## config.mk

```make
export PLATFORM = sky130hd
export DESIGN_NAME = fir_cfg_sequencer
export DESIGN_NICKNAME = d
export VERILOG_FILES = /design/src/rtl/fir_cfg_sequencer.sv
export SDC_FILE = /design/constraint.sdc
export NUM_CORES = 1
export LEC_CHECK = 0
export ABC_CLOCK_PERIOD_IN_PS = 3600
export CAP_MARGIN = 5
export CORE_MARGIN = 1
export CORE_UTILIZATION = 45
export CTS_CLUSTER_DIAMETER = 100
export DETAILED_ROUTE_END_ITERATION = 10
export GPL_ROUTABILITY_DRIVEN = 0
export PLACE_DENSITY = 0.81
export SYNTH_ARGS = -nofsm -noshare
export SYNTH_HDL_FRONTEND = slang
export SYNTH_SLANG_ARGS = --single-unit
```

## constraint.sdc

```tcl
create_clock -name CLK -period 3.6 [get_ports CLK]
set_clock_uncertainty 0.2 [all_clocks]
set_input_delay 0.9 -clock CLK [delete_from_list [all_inputs] [get_ports CLK]]
set_output_delay 0.9 -clock CLK [all_outputs]
set_load 0.01 [all_outputs]
```

## src/rtl/fir_cfg_sequencer.sv

```systemverilog
// -----------------------------------------------------------------------------
// fir_cfg_sequencer
//
// Packet-level configuration controller that sits between the read port of
// the configuration byte FIFO (first-word fall-through) and the FIR filter
// coefficient register file. It pops a header byte, decodes it and then
// either streams payload bytes into consecutive coefficient registers,
// clears the whole register file, or pulses a commit to the filter.
//
// Header byte layout:
//   [7:6] opcode   00 = BURST, 01 = COMMIT, 10 = CLEAR, 11 = reserved
//   [5:3] start register address (BURST only)
//   [2:0] payload length minus one (BURST only, 1..8 bytes)
//
// Ports:
//   CLK      in   system clock, rising edge
//   RST      in   synchronous active-high reset
//   Empty    in   FIFO empty flag
//   Data     in   FIFO read data, valid whenever Empty = 0
//   RINC     out  FIFO pop strobe (combinational)
//   WrEn     out  coefficient register write strobe
//   RegAddr  out  coefficient register write address
//   D7_D0    out  coefficient register write data
//   Commit   out  one-cycle pulse: load shadow coefficients into active set
//   Busy     out  a packet is in progress
//   Err      out  one-cycle pulse on reserved opcode or burst timeout
// -----------------------------------------------------------------------------
module fir_cfg_sequencer #(
    parameter int NUM_REGS = 8,
    parameter int TIMEOUT  = 255
) (
    input  logic                        CLK,
    input  logic                        RST,
    input  logic                        Empty,
    input  logic [7:0]                  Data,
    output logic                        RINC,
    output logic                        WrEn,
    output logic [$clog2(NUM_REGS)-1:0] RegAddr,
    output logic [7:0]                  D7_D0,
    output logic                        Commit,
    output logic                        Busy,
    output logic                        Err
);

    localparam int AW = $clog2(NUM_REGS);

    // Last value the stall counter holds before it trips.
    localparam logic [7:0] TMO_LAST = 8'(TIMEOUT - 1);
    localparam logic [AW-1:0] ADDR_LAST = AW'(NUM_REGS - 1);

    localparam logic [1:0] OP_BURST  = 2'b00;
    localparam logic [1:0] OP_COMMIT = 2'b01;
    localparam logic [1:0] OP_CLEAR  = 2'b10;

    typedef enum logic [2:0] {
        S_IDLE,
        S_DATA,
        S_CLEAR,
        S_COMMIT,
        S_ERR
    } state_t;

    // -------------------------------------------------------------------------
    // State and datapath registers
    // -------------------------------------------------------------------------
    state_t        state_q, state_d;
    logic [AW-1:0] addr_q, addr_d;       // next register to be written
    logic [3:0]    remain_q, remain_d;   // payload bytes still to pop (1..8)
    logic [7:0]    tmo_q, tmo_d;         // consecutive empty cycles inside a burst

    logic          wr_en_q, wr_en_d;
    logic [AW-1:0] reg_addr_q, reg_addr_d;
    logic [7:0]    wr_data_q, wr_data_d;
    logic          commit_q, commit_d;
    logic          err_q, err_d;
    logic          busy_q, busy_d;

    logic          pop;

    // Wrapping address increment so a burst may run past the last register.
    function automatic logic [AW-1:0] next_addr(input logic [AW-1:0] a);
        return (a == ADDR_LAST) ? '0 : a + AW'(1);
    endfunction

    // The FIFO is only read while waiting for a header or while streaming
    // payload; CLEAR, COMMIT and ERR never consume bytes.
    assign pop  = !RST && !Empty && ((state_q == S_IDLE) || (state_q == S_DATA));
    assign RINC = pop;

    // -------------------------------------------------------------------------
    // Next-state and output logic
    // -------------------------------------------------------------------------
    always_comb begin
        state_d    = state_q;
        addr_d     = addr_q;
        remain_d   = remain_q;
        tmo_d      = tmo_q;
        wr_en_d    = 1'b0;
        reg_addr_d = reg_addr_q;
        wr_data_d  = wr_data_q;
        commit_d   = 1'b0;
        err_d      = 1'b0;

        case (state_q)
            S_IDLE: begin
                // Stall counter only runs inside a burst.
                tmo_d = '0;
                if (pop) begin
                    case (Data[7:6])
                        OP_BURST: begin
                            state_d  = S_DATA;
                            addr_d   = AW'(Data[5:3]);
                            remain_d = {1'b0, Data[2:0]} + 4'd1;
                        end
                        OP_COMMIT: begin
                            state_d  = S_COMMIT;
                            commit_d = 1'b1;
                        end
                        OP_CLEAR: begin
                            state_d = S_CLEAR;
                            addr_d  = '0;
                        end
                        default: begin
                            state_d = S_ERR;
                            err_d   = 1'b1;
                        end
                    endcase
                end
            end

            S_DATA: begin
                if (pop) begin
                    // Write lands one cycle after the pop; if this was the
                    // last byte, that write appears in the first IDLE cycle,
                    // which may already pop the next header.
                    wr_en_d    = 1'b1;
                    reg_addr_d = addr_q;
                    wr_data_d  = Data;
                    addr_d     = next_addr(addr_q);
                    remain_d   = remain_q - 4'd1;
                    tmo_d      = '0;
                    if (remain_q == 4'd1) begin
                        state_d = S_IDLE;
                    end
                end else if (tmo_q == TMO_LAST) begin
                    // This is the TIMEOUT-th consecutive empty cycle.
                    state_d = S_ERR;
                    err_d   = 1'b1;
                    tmo_d   = '0;
                end else begin
                    tmo_d = tmo_q + 8'd1;
                end
            end

            S_CLEAR: begin
                wr_en_d    = 1'b1;
                reg_addr_d = addr_q;
                wr_data_d  = 8'h00;
                addr_d     = next_addr(addr_q);
                if (addr_q == ADDR_LAST) begin
                    state_d = S_IDLE;
                end
            end

            S_COMMIT: begin
                state_d = S_IDLE;
            end

            S_ERR: begin
                state_d = S_IDLE;
            end

            default: begin
                state_d = S_IDLE;
            end
        endcase

        busy_d = (state_d != S_IDLE);
    end

    // -------------------------------------------------------------------------
    // Registers
    // -------------------------------------------------------------------------
    always_ff @(posedge CLK) begin
        if (RST) begin
            state_q    <= S_IDLE;
            addr_q     <= '0;
            remain_q   <= '0;
            tmo_q      <= '0;
            wr_en_q    <= 1'b0;
            reg_addr_q <= '0;
            wr_data_q  <= '0;
            commit_q   <= 1'b0;
            err_q      <= 1'b0;
            busy_q     <= 1'b0;
        end else begin
            state_q    <= state_d;
            addr_q     <= addr_d;
            remain_q   <= remain_d;
            tmo_q      <= tmo_d;
            wr_en_q    <= wr_en_d;
            reg_addr_q <= reg_addr_d;
            wr_data_q  <= wr_data_d;
            commit_q   <= commit_d;
            err_q      <= err_d;
            busy_q     <= busy_d;
        end
    end

    assign WrEn    = wr_en_q;
    assign RegAddr = reg_addr_q;
    assign D7_D0   = wr_data_q;
    assign Commit  = commit_q;
    assign Err     = err_q;
    assign Busy    = busy_q;

    // -------------------------------------------------------------------------
    // Structural invariants of the strobes
    // -------------------------------------------------------------------------
    a_one_strobe: assert property (@(posedge CLK) disable iff (RST)
        !(WrEn && Commit) && !(WrEn && Err) && !(Commit && Err));

    a_commit_pulse: assert property (@(posedge CLK) disable iff (RST)
        Commit |=> !Commit);

    a_err_pulse: assert property (@(posedge CLK) disable iff (RST)
        Err |=> (!Err && !WrEn));

endmodule
```

Yosys cells after proc, flatten, opt, wreduce, memory -nomap -nowiden
Cells that the tools add are included.

Bits in registers: 33. Bits of input ports: 11. Output and inout bits: 16. Logic and storage cells: 74.

$add $sub $neg: 4. Eq/ne operators: 11. Mux-type cells: 31. Bitwise logic cells: 2. Reductions and logical operators: 16.

Operator list (number): $pmux 8 s2 (2); $mux 3 (9); $pmux 3 s3 (3); $mux 8 (3); $mux 4 (3); $pmux 3 s2 (2); $add 8x1->8 const B (1); $eq 8x8->1 const B (1); $pmux 4 s2 (1); $reduce_and 4->1 (2); $mux 1 (6); $reduce_bool 3->1 (2); $reduce_or 3->1 (2); $add 3x1->4 const B (1); $eq 4x1->1 const B (1); $ne 2x2->1 const B (2); $pmux 1 s2 (2); $reduce_bool 2->1 (2); $sub 4x1->4 const B (1); $add 3x1->3 const B (1); $eq 3x1->1 const B (1); $eq 3x2->1 const B (1); $eq 3x3->1 const B (1); $logic_not 3->1 (1); other kinds (10) (13).

Depth between registers and ports, before layout
Depth in word-level cells: 6. Mapped depth: 6.

Least setup slack after synthesis
Ideal clock, no wire load.

Path type: input-to-reg. From: input port Data[6]. To: register busy_q (netlist: Busy). Library setup time: 93 ps. Arrival time: 2140 ps. Data required time: 3307 ps. Setup slack: 1166 ps. Stages on the path: 5. Cell sequence: ha_1 o21bai_1 or4b_1 and3b_1 o311ai_2.

Word-level cells in the longest chain between the ends: 5. Elaborated cells between the ends (all ways): 7. Those cells by class: 2 x eq/ne; 3 x mux; 2 x reduce/logical.

Ends and longest elaborated chain: start, declared (line 35) `input logic [7:0] Data,`; $eq 2x2->1 (tied with other cells) (line 109) `case (Data[7:6])`; $pmux 3 s3 (*) (line 109); $mux 3 (*) (line 108) `if (pop) begin`; $pmux 3 s3 (*) (line 104) `case (state_q)`; $reduce_bool 3->1 (*) (line 178) `busy_d = (state_d != S_IDLE);`; end signal, assigned (line 206) `busy_q <= busy_d;`; end, declared (line 76) `logic busy_q, busy_d;`.

Mark *: on every way between the ends. The rest lies on a longest branch, timed or not. A chain may end at the register's enable or synchronous reset.

Final worst setup path
From: input port Empty. To: output port RINC.

Word-level cells in the longest chain between the ends: 3.

Ends and longest elaborated chain: start, declared (line 34) `input logic Empty,`; $logic_not 1->1 (line 87) `assign pop = !RST && !Empty && ((state_q == S_IDLE) || (state_q == S_DATA));`; $logic_and 1x1->1 (2 in series) (line 87); end, declared (line 36) `output logic RINC,`.

No other way between the ends.

==> results_dict.tcl <==
set metrics [dict create \
    outcome "completed" \
    die_y_microns 64.0 \
    routed_wl_microns 3550 \
    setup_ws_ns 0.232 \
    async_flop_share_pct 0 \
    startpoint "Empty" \
    io_pins 27 \
    finalCritPeriodShare_pct 93.6 \
    slew_violations 0 \
    ys_top_cells_by_count "dfxtp_1 (33), a21oi_1 (20), nand2_1 (18)" \
    fin_crit_ns 3.37 \
    drv_cap 0 \
    drcViolationCount 0 \
    dieArea_sq_um 4090 \
    drtIter0Drc 85 \
    antenna_cells 0 \
    wl_per_cell_microns 12.5 \
    clockRootBuffer "clkbuf_8" \
    tightestPinTransition_ns 0.602 \
    grt-ovfl-total 0 \
    ys_seq_elements 33 \
    synth_flop_cell "dfxtp_1" \
    setup_viol 0 \
    critPathCaptureType "primary output" \
    cts_tree "done" \
    rsz0062_at_grt "no" \
    grt_max_degree 25 \
    required_ns 2.50 \
    cts_buffers 5 \
    yosysMostFrequentCell "dfxtp_1" \
    cp_slowest_cell "clkdlybuf4s50_1" \
    fp.coreArea_sq_um 3660 \
    netlist_instances 206 \
    synth_cell_types 46 \
    cts.repair.resized 0 \
    synth_area_leader_cell "dfxtp_1" \
    hpwl_microns 2540 \
    num_rows 22 \
    antenna_found_initial 0 \
    fin_nets 256 \
    cp_max_fo 2 \
    synth_nets 228 \
    r2r_start "tmo_q[0]" \
    syn2layout_area_growth_pct 24.7 \
    fin_tns_setup_ns 0 \
    clockBufferDepth 2 \
    hold_start "D7_D0[0]" \
    seq_area_frac_synth_pct 38.2 \
    fin_util_pct 58.9 \
    cp-start-kind "primary input" \
    path_cells "clkdlybuf4s50_1, nor4_4, clkdlybuf4s50_1" \
    synth_area_leaders "dfxtp_1 (38%), ha_1 (8.0%), a21oi_1 (5.8%)" \
    power.leakage_nw 0.794 \
    hold_viol_final 0 \
    vias_per_cell 5.50 \
    clkTransAtPathRegs_ns 0.06 \
    synthesis.area_sq_um 1730 \
    path_class "primary input to primary output" \
    syn_avg_cell_area_sq_um 8.39 \
    antenna_left 0 \
    maxClockFrequency_mhz 297 \
    grt_pass1_wl_microns 6300 \
    drive_gt1_share_pct 8.09 \
    post-cts-setup-buffers 0 \
    htreeDepth 2 \
    gr-usage-all-layers_pct 19.4 \
    synth_top_area_share_pct 38.2 \
    slew_headroom_pct 59.8 \
    vias 1557 \
    arrival_ns 2.27 \
    synth_edf_count 0 \
    grt_pass1_vias 1501 \
    cpPeakStageDelay_ns 0.60 \
    worst_path_most_repeated_cell "clkdlybuf4s50_1" \
    p_per_area_nw_per_um2 402 \
    initial_utilization_pct 47.2 \
    clock_latency_ns 0.28 \
    drt_first_pass_iters 4 \
    peakVddDrop_uv 239 \
    place_ws_ns 0.239 \
    yosys_warnings 0 \
    min_path_type "flip-flop to flip-flop" \
    die_w_microns 64.0 \
    cts.sinks 33 \
    cts_hold_buf 0 \
    io_buffers 26 \
]
## worst max-delay path, delay by kind of cell
family / cells / cell delay, ns
and+or+nand+nor: 1 / 0.31
buffers and inverters: 2 / 1.06
## where the power goes
group | switching, mW | internal (mW)
clock network | 0.130 | 0.226
logic | 0.0597 | 0.0578
registers | 0.0153 | 0.378
total | 0.205 | 0.661
## registers in the layout (all words and copies together), names as in the netlist
signal,count
D7_D0,8
remain_q,4
WrEn,1
RegAddr,3
Err,1
Busy,1
state_q,3
addr_q,3
Commit,1
tmo_q,8
## layout by cell type, fill, tap and decap left out, types with 2 or more instances in the layout
cell / synthesis / routed
clkbuf_8: 0 / 6
or3b_2: 3 / 3
nand2_1: 18 / 18
a21oi_1: 20 / 20
nor3_1: 2 / 2
xnor2_1: 2 / 2
dfxtp_1: 33 / 33
a311oi_1: 3 / 3
a31oi_1: 2 / 2
or4_1: 2 / 2
a21o_1: 2 / 2
nand3_1: 17 / 17
and3_1: 2 / 2
clkdlybuf4s50_1: 0 / 26
o211ai_1: 2 / 2
ha_1: 11 / 11
buf_4: 0 / 5
nor3b_1: 4 / 4
o21ai_0: 13 / 13
mux2i_1: 3 / 3
or3_1: 4 / 4
nor2_1: 17 / 17
nand3b_1: 3 / 3
inv_1: 11 / 11
## logic make-up after synthesis
kind of cell / share of synthesized area (%)
adder cells (fa/ha/maj): 7.97
AO/OA/AOI/OAI: 18.2
flip-flops: 38.2
multiplexers: 1.74
XOR/XNOR: 1.52
AND/OR/NAND/NOR: 27.2
buffers and inverters: 5.14
## layout make-up
| type | instances | area [sq um] |
|---|---|---|
| Tap cell | 48 | 60.1 |
| Multi-Input combinational cell | 152 | 978 |
| Inverter | 11 | 41.3 |
| Clock buffer | 7 | 86.3 |
| Clock inverter | 1 | 30.0 |
| Timing Repair Buffer | 31 | 298 |
| Fill cell | 332 | 1510 |
| Sequential cell | 33 | 661 |
## routing by layer
metal / global-route usage [%] / vias to the layer above / share of wire [%] / wire [microns]
li1: - / 794 / - / -
met1: 24.5 / 713 / 47 / 1680
met2: 32.4 / 43 / 46 / 1620
met3: 3.39 / 7 / 5.7 / 201
met4: 7.95 / 0 / 1.4 / 48
met5: 0 / - / 0 / 0
## metrics by stage
step                      hold WS (ns)  total power [mW]  instance area (sq um)  instances
after floorplan                  0.245             0.473                   1730        206
after global routing             0.293             0.903                   2150        283
after global placement           0.246             0.516                   2040        275
final                            0.260             0.867                   2150        283
after CTS                        0.263             0.877                   2150        283
after detailed placement         0.250             0.518                   2040        275
## worst paths after layout
kind | endpoint | slack (ns) | cells past startpoint
setup / recovery | RINC | 0.23 | 3
hold / removal | D7_D0[0] | 0.26 | 2
setup reg to reg | tmo_q[7] | 1.52 | 6
hold reg to reg | D7_D0[0] | 0.26 | 2
(Power assumes the default switching activity.)
